<file path="src/rtl/counter.sv">
// Synchronous up/down counter with zero/all-ones flags and a cascadable terminal-count strobe.
// Define COUNTER_SATURATE_EN to make the count saturate at the ends instead of wrapping.
module counter #(
    parameter int              WIDTH = 4,
    parameter logic [WIDTH-1:0] INIT = '0
) (
    input  logic             clk,
    input  logic             rst,
    input  logic             en,
    input  logic             dn,
    output logic [WIDTH-1:0] count,
    output logic             zero,
    output logic             ones,
    output logic             tc
);

    logic [WIDTH-1:0] count_reg;
    logic [WIDTH-1:0] count_next;
    logic             step;

    // Flags decode only the register; tc adds the live en/dn so a downstream stage can use it as its enable.
    assign zero  = (count_reg == '0);
    assign ones  = &count_reg;
    assign tc    = en & ((~dn & ones) | (dn & zero));
    assign count = count_reg;

`ifdef COUNTER_SATURATE_EN
    // At an end point the step that would wrap is exactly the tc condition, so suppress it.
    assign step = en & ~tc;
`else
    assign step = en;
`endif

    always_comb begin
        count_next = count_reg;
        if (step) begin
            if (dn) begin
                count_next = count_reg - 1'b1;
            end else begin
                count_next = count_reg + 1'b1;
            end
        end
    end

    always_ff @(posedge clk) begin
        if (rst) begin
            count_reg <= INIT;
        end else begin
            count_reg <= count_next;
        end
    end

endmodule

</file>
<file path="config.mk">
export PLATFORM = sky130hd
export DESIGN_NAME = counter
export DESIGN_NICKNAME = d
export VERILOG_FILES = /design/src/rtl/counter.sv
export SDC_FILE = /design/constraint.sdc
export NUM_CORES = 1
export LEC_CHECK = 0
export ABC_AREA = 0
export BUFFER_PORTS_ARGS = -buffer_cell sky130_fd_sc_hd__clkbuf_2
export CAP_MARGIN = 10
export CORE_AREA = 2 2 39 41
export CTS_CLUSTER_DIAMETER = 150
export CTS_CLUSTER_SIZE = 10
export DETAILED_ROUTE_END_ITERATION = 6
export DIE_AREA = 0 0 41 43
export PLACE_DENSITY_LB_ADDON = 0.08
export RECOVER_POWER = 25
export SYNTH_ARGS = -nofsm -noshare
export SYNTH_HDL_FRONTEND = slang
export SYNTH_SLANG_ARGS = --single-unit
</file>
<file path="constraint.sdc">
create_clock -name clk -period 1.5 [get_ports clk]
set_input_delay 0.3 -clock clk [delete_from_list [all_inputs] [get_ports clk]]
set_output_delay 0.3 -clock clk [all_outputs]
set_load 0.01 [all_outputs]
</file>
# == After elaboration in Yosys (flattened, before gate mapping) ==
# Cells that the tools add are included.
# op_classes
bitwise,5
n_reduce_logical,2
add_sub_neg,2
mux,1
# op_table
cell,count
$add A4 B1 Y4 const B,1
$logic_not A4 Y1,1
$mux W4,1
$reduce_and A4 Y1,1
$sub A4 B1 Y4 const B,1
$and A1 B1 Y1,3
$not A1 Y1,1
$or A1 B1 Y1,1
# totals
output_inout_bits,7
regBits,4
inputBits,4
wordCells,11

# == Depth between registers and ports, before layout ==
# Gate-level depths: netlist of run 1.
# depth
depth_word,4
ltp_mapped,6
depth_no_buf,6

# == Worst setup path after synthesis of run 1 ==
# OpenSTA, ideal clock, no wires.
# synth_timing
kind,register to register
startpoint,"register count_reg[2], in the netlist count[2]"
endpoint,"register count_reg[3], in the netlist count[3]"
n_path_buf,0
setup_ns,0.070
t_arrival_ns,1.519
synth_period_minus_slack_ns,1.589
t_required_ns,1.430
path_stages_with_launch,6
path_slack_ns,-0.089
cell_sequence,dfxtp_1 ha_1 a21oi_1 a21oi_1 or4_1 a21oi_1
# synth_between
elab_chain_len,2
elab_cells_between_ends,3
# synth_lines
element,line_no,text
start: declaration,17,logic [WIDTH-1:0] count_reg;
start signal: assignment,49,count_reg <= count_next;
$add A4 B1 Y4 / $sub A4 B1 Y4 (equally long branches),"40, 38",
$mux W4 (*),37,if (dn) begin
# Mark *: on every way between the ends. The rest lies on a longest branch, timed or not.
# A chain may end at the register's enable or synchronous reset.

# == Worst setup path in the final report of run 1 ==
# layout_timing
startpoint,"register count_reg[1], in the netlist count[1]"
endpoint,output port tc
# layout_between
elab_chain_len,4
elab_cells_between_ends,6
# layout_lines
element,line_no,text
$reduce_and A4 Y1 / $logic_not A4 Y1 (equally long branches),"23, 22",
$and A1 B1 Y1,24,assign tc = en & ((~dn & ones) | (dn & zero));
$or A1 B1 Y1 (*),24,
$and A1 B1 Y1 (*),24,
end: declaration,14,output logic tc
# Marks and branches as above.

==> results of run 1 <==
what timing repair did:
item                                    CTS  global route
endpoints found under the setup margin    3             2
resized for setup                         3             8
pin swaps                                 3             6
buffers inserted                          1             1
metal layers:
layer | wire [µm] | track usage (%) | vias to the layer above
met2 | 397 | 14.69 | 13
met1 | 291 | 13.87 | 144
met3 | 87 | 9.424 | 0
li1 | - | - | 150
met5 | 0 | 0 | -
met4 | 0 | 2.000 | 0
kinds of logic after synthesis:
logic type	synth area share (%)
flip-flops	30.77
buffers and inverters	5.768
adder cells (fa/ha/maj)	17.31
AO/OA/AOI/OAI	15.39
XOR/XNOR	6.732
AND/OR/NAND/NOR	24.04
worst paths after layout:
path / startpoint / end / slack, ps
worst min-delay path: rst / count[2] / 260
worst max-delay path: count[1] / tc / -130
worst max register to register: count[2] / count[3] / 0
worst min register to register: count[3] / count[3] / 550
power groups by stage:
stage	Combinational [mW]	Sequential (mW)	Clock [mW]
2_1_floorplan	0.0693	0.143	0
3_3_place_gp	0.139	0.135	0
3_5_place_dp	0.139	0.137	0
4_1_cts	0.154	0.138	0.142
5_1_grt	0.202	0.144	0.151
6_report	0.182	0.142	0.135
through the flow:
step / setup TNS (ps) / cells / hold slack (ps)
floorplan: -27.11 / 31 / 365.0
global placement: -178.3 / 62 / 513.5
detailed placement: -180.3 / 62 / 516.3
CTS: -210.1 / 66 / 260.1
global route: -303.9 / 67 / 270.3
finish: -135.5 / 67 / 262.8
layout make-up:
| class | count | area, µm² | area share, % |
|---|---|---|---|
| timing repair buffer | 17 | 110.1 | 23.34 |
| multi-input combinational | 23 | 220.2 | 46.68 |
| inverter | 4 | 15.01 | 3.183 |
| tap | 16 | 20.02 | 4.244 |
| sequential | 4 | 83.83 | 17.77 |
| clock buffer | 3 | 22.52 | 4.775 |
synthesized netlist by cell type:
| master | number | area [µm²] |
|---|---|---|
| dfxtp_1 | 4 | 80.08 |
| or4_1 | 1 | 7.510 |
| nand2_1 | 2 | 7.510 |
| fa_1 | 1 | 20.02 |
| a211oi_1 | 1 | 7.510 |
| inv_1 | 4 | 15.01 |
| nand3_2 | 1 | 10.01 |
| ha_1 | 2 | 25.02 |
| and4_2 | 1 | 10.01 |
| and3_1 | 1 | 6.260 |
| xnor2_1 | 1 | 8.760 |
| a21oi_1 | 5 | 25.02 |
| nor4_1 | 1 | 6.260 |
| xor2_1 | 1 | 8.760 |
| o31ai_1 | 1 | 7.510 |
| nor2_1 | 4 | 15.01 |
worst max-delay path, cell delays in order, from the launching register on:
cell     delay, ps
dfxtp_2        320
buf_6          120
nor4_4         280
nand2_1        100
a21oi_1        130
buf_2          150
==> out/metrics.yaml, run 1 <==
status: "finished, violations left"
violations: "negative setup slack"
r2r_cells: 5
fill_cells: 153
setup_viol: 2
critPathArrivalTime_ps: 1330
io_buffers: 10
synth_nets: 38
slew_violations: 0
end_kind: "output port"
area_growth_pct: 81.25
cp_data_required_time_ps: 1200
cts.sinks: 4
final_cell_mix: "clkbuf_2 (9), buf_4 (5), inv_1 (4), nor2_1 (4)"
routedWlPerCell_um: 11.60
grt_max_degree: 7
diodes: 0
path_clk_slew_ps: 40
fp.dieH_um: 43
fmax_mhz: 612.3
num_rows: 14
grt_pass1_vias: 278
drtIter0Drc: 3
crit_type: "register to output port"
post-route-util_pct: 34.09
place_area_um2: 379.1
p_comb_share_pct: 39.7
switching_share_pct: 32.66
place_hpwl_um: 578.4
hp-class: "primary input to register"
p_leak_nw: 0.2125
dieWidth_um: 41
skew_ps: 6.786
fin_area_um2: 471.7
p_int_mw: 0.3093
die-area_um2: 1763
vias: 307
cts-root-buf: "clkbuf_4"
power.total_mw: 0.4593
clk_latency_ps: 240
antenna_found_initial: 0
worst_slew_pin_slew_ps: 217.7
p_seq_share_pct: 30.9
clock_path_buffers: 2
fin_ws_ps: -133.3
vdd_drop_max_v: 0.0005887
ys_warn_count: 0
wirelength_um: 777
grt_overflow: 0
vias_per_cell: 4.582
yosysSeqAreaShare_pct: 30.77
place_congestion: 0.6275
synthDistinctLibCells: 16
fin_crit_ps: 1633
cp_max_fo: 3
hold_viol: 0
rsz0062_at_grt: "true"
route.detailed.drc: 0
p_per_area_nw_per_um2: 973.7
synth-seq-cells: 4
io_pins: 11
largest_reg_flops: 4
synthCells: 31
layout_commonest_cell: "clkbuf_2"
grt_pass1_wl_um: 1242
relSlewSlack_pct: 85.38
grtUsageTotal_pct: 11.16
timing.final.crit_share_pct: 108.9
p_sw_mw: 0.1500
max_cap_viol_count: 0
pre_cts_slack_ps: -180.3
cts_tree: "built"
cts_hold_buffers: 0
first_pass_iters: 2
synthesis.area_um2: 260.3
htreeDepth: 1
ant_nets: 0
drive_gt1_share_pct: 58.82
cts_inserted_buffers: 3
fp.coreArea_um2: 1384
clkPwrFrac_pct: 29.4
critPathLaunchType: "register"
hold_depth: 2
initial_core_util_pct: 18.81
syn_avg_cell_area_um2: 8.395
fin_nets: 60
No activity file was read; power rests on OpenSTA's default activity.
==> inputs of run 2 (changes only) <==
clock period = 1.78 ns   (was 1.5 ns; I/O delays follow)
==> run 2 against run 1 <==
Compared with the run above:
- the run now ends clean
- sequential power fell by 20%
- clock skew fell by 6.0 ps
- utilization fell by 8.1 points
- worst setup slack improved by 200 ps
- global-route usage fell by 2.9 points
- largest power group is now registers
- combinational power fell by 48%
- power fell by 31%
- wire length fell by 24%
- cell count fell by 9.0%
- die area did not move
- via count fell by 14%
==> out/metrics.yaml, run 2 (same netlist as run 1, synthesis figures left out) <==
postCtsSetupRepairBufs: 0  # was 1
max_stage_delay_ps: 320  # about the same
r2r_cells: 5  # unchanged
first_pass_iters: 3  # was 2
p_leak_nw: 0.1691  # was 0.2125 nW
grt_overflow: 0  # unchanged
place_hpwl_um: 483.3  # was 578.4 µm
seqCellArea_um2: 80.08  # was 83.83 µm²
die-area_um2: 1763  # unchanged
critical_path.slowest_cell: "nor4_1"  # was dfxtp_2
hold_depth: 2  # unchanged
hp-class: "primary input to register"  # unchanged
dieWidth_um: 41  # unchanged
slew_violations: 0  # unchanged
multi_input_area_um2: 165.2  # was 220.2 µm²
htreeDepth: 1  # unchanged
dp.cells: 58  # was 62
final_cell_mix: "clkbuf_2 (9), a21oi_1 (5), inv_1 (4), nor2_1 (4), dfxtp_1 (4)"  # was clkbuf_2 (9), buf_4 (5), inv_1 (4), nor2_1 (4)
clock_path_buffers: 2  # unchanged
holdPathEnd: "count[0]"  # was count[2]
crit_type: "register to output port"  # unchanged
cts_resized: 0  # was 3
cts-root-buf: "clkbuf_4"  # unchanged
fin_crit_ps: 1709
grt_pass1_wl_um: 1000  # was 1242 µm
drive_gt1_share_pct: 33.33  # was 58.82%
io_pins: 11  # unchanged
antenna_found_initial: 0  # unchanged
power.total_mw: 0.3155  # was 0.4593 mW
cts_inserted_buffers: 3  # unchanged
critPathLaunchType: "register"  # unchanged
wirelength_um: 594  # was 777 µm
max_cap_viol_count: 0  # unchanged
cts_tree: "built"  # unchanged
cp_top_family: "simple AND/OR/NAND/NOR gates"  # unchanged
vias: 264  # was 307
post-route-util_pct: 25.95  # was 34.09%
hold_viol: 0  # unchanged
path_clk_slew_ps: 40  # about the same
skew_ps: 0.7779  # was 6.786 ps
pre_cts_slack_ps: -47.40  # was -180.3 ps
rr_startpoint: "count[2]"  # unchanged
routedWlPerCell_um: 9.738  # was 11.60 µm
cp_max_fo: 4  # was 3
diodes: 0  # unchanged
end_kind: "output port"  # unchanged
instances_no_fill: 61  # was 67
fmax_mhz: 585.0
cts.sinks: 4  # unchanged
p_per_area_nw_per_um2: 878.6  # was 973.7 nW/µm²
fp.coreArea_um2: 1384  # unchanged
rrSetupSlack_ps: 150  # was 0 ps
route.detailed.drc: 0  # unchanged
largest_reg_flops: 4  # unchanged
layout_commonest_cell: "clkbuf_2"  # unchanged
grtUsageTotal_pct: 8.249  # was 11.16%
area_growth_pct: 37.98  # was 81.25%
setup_viol: 0  # was 2
timing.final.crit_share_pct: 96.03
clk_latency_ps: 230  # was 240 ps
vias_per_cell: 4.328  # was 4.582
status: "completed"  # was finished, violations left
grt_max_degree: 7  # unchanged
vdd_drop_max_v: 0.0004923  # was 0.0005887 V
cp_data_required_time_ps: 1420  # was 1200 ps
drtIter0Drc: 11  # was 3
fill_cells: 154  # was 153
initial_core_util_pct: 18.81  # unchanged
path_buf_inv: 2  # unchanged
place_congestion: 0.6139  # was 0.6275
critPathArrivalTime_ps: 1350  # was 1330 ps
reg2reg_to: "count[3]"  # unchanged
relSlewSlack_pct: 76.43  # was 85.38%
fin_nets: 54  # was 60
grt_pass1_vias: 237  # was 278
fp.dieH_um: 43  # unchanged
worst_slew_pin_slew_ps: 350.3  # was 217.7 ps
min_from: "rst"  # unchanged
ant_nets: 0  # unchanged
cts_hold_buffers: 0  # unchanged
num_rows: 14  # unchanged
io_buffers: 10  # unchanged
path_cells: "buf_4 -> nor4_1 -> nand2_1 -> a21oi_1 -> clkbuf_2"  # was buf_6 -> nor4_4 -> nand2_1 -> a21oi_1 -> buf_2
fin_ws_ps: 70.65  # was -133.3 ps
rsz0062_at_grt: "false"  # was true
[run 2: cell types whose count changed in the layout (fill, tap and decap cells not counted), moves of 2 or more]
cell / delta
a21oi_1: +2
buf_4: -4
buf_6: -2
dfxtp_1: +3
dfxtp_2: -3
[run 2: worst max path at each step]
stage | from | endpoint | slack, ps | cells past startpoint
final | count[2] | tc | 70 | 5
after global routing | count[2] | tc | 9 | 5
after CTS | count[2] | tc | 40 | 5
after floorplan | count[2] | count[3] | 190 | 5
after global placement | dn | count[3] | -20 | 6
after detailed placement | dn | count[3] | -50 | 6
[run 2: per-stage QoR]
stage                     setup TNS, ps  instance area (µm²)  hold slack, ps
after floorplan                       0                260.3           425.1
after global placement           -17.89                337.8           509.5
after detailed placement         -47.40                337.8           511.3
after CTS                             0                360.3           350.2
after global routing                  0                359.1           355.6
final                                 0                359.1           351.4
[run 2: routing by layer]
metal | share of wire [%] | track usage (%) | vias up
li1 | - | - | 140
met1 | 50 | 11.00 | 117
met2 | 44 | 11.25 | 7
met3 | 5.6 | 4.712 | 0
met4 | 0 | 2.000 | 0
met5 | 0 | 0 | -
[run 2: layout make-up]
cell class,instances,area share [%]
well taps,16,5.575
multi-input cells,23,45.99
clock buffers,3,6.272
flip-flops and latches,4,22.30
repair buffers,11,15.68
inverters,4,4.181
[run 2: power by group]
part / total (mW) / switching (mW) / internal (mW)
Combinational: 0.0954 / 0.0523 / 0.0431
Sequential: 0.113 / 0.0122 / 0.101
Clock: 0.107 / 0.0322 / 0.0751
Total: 0.315 / 0.0967 / 0.219
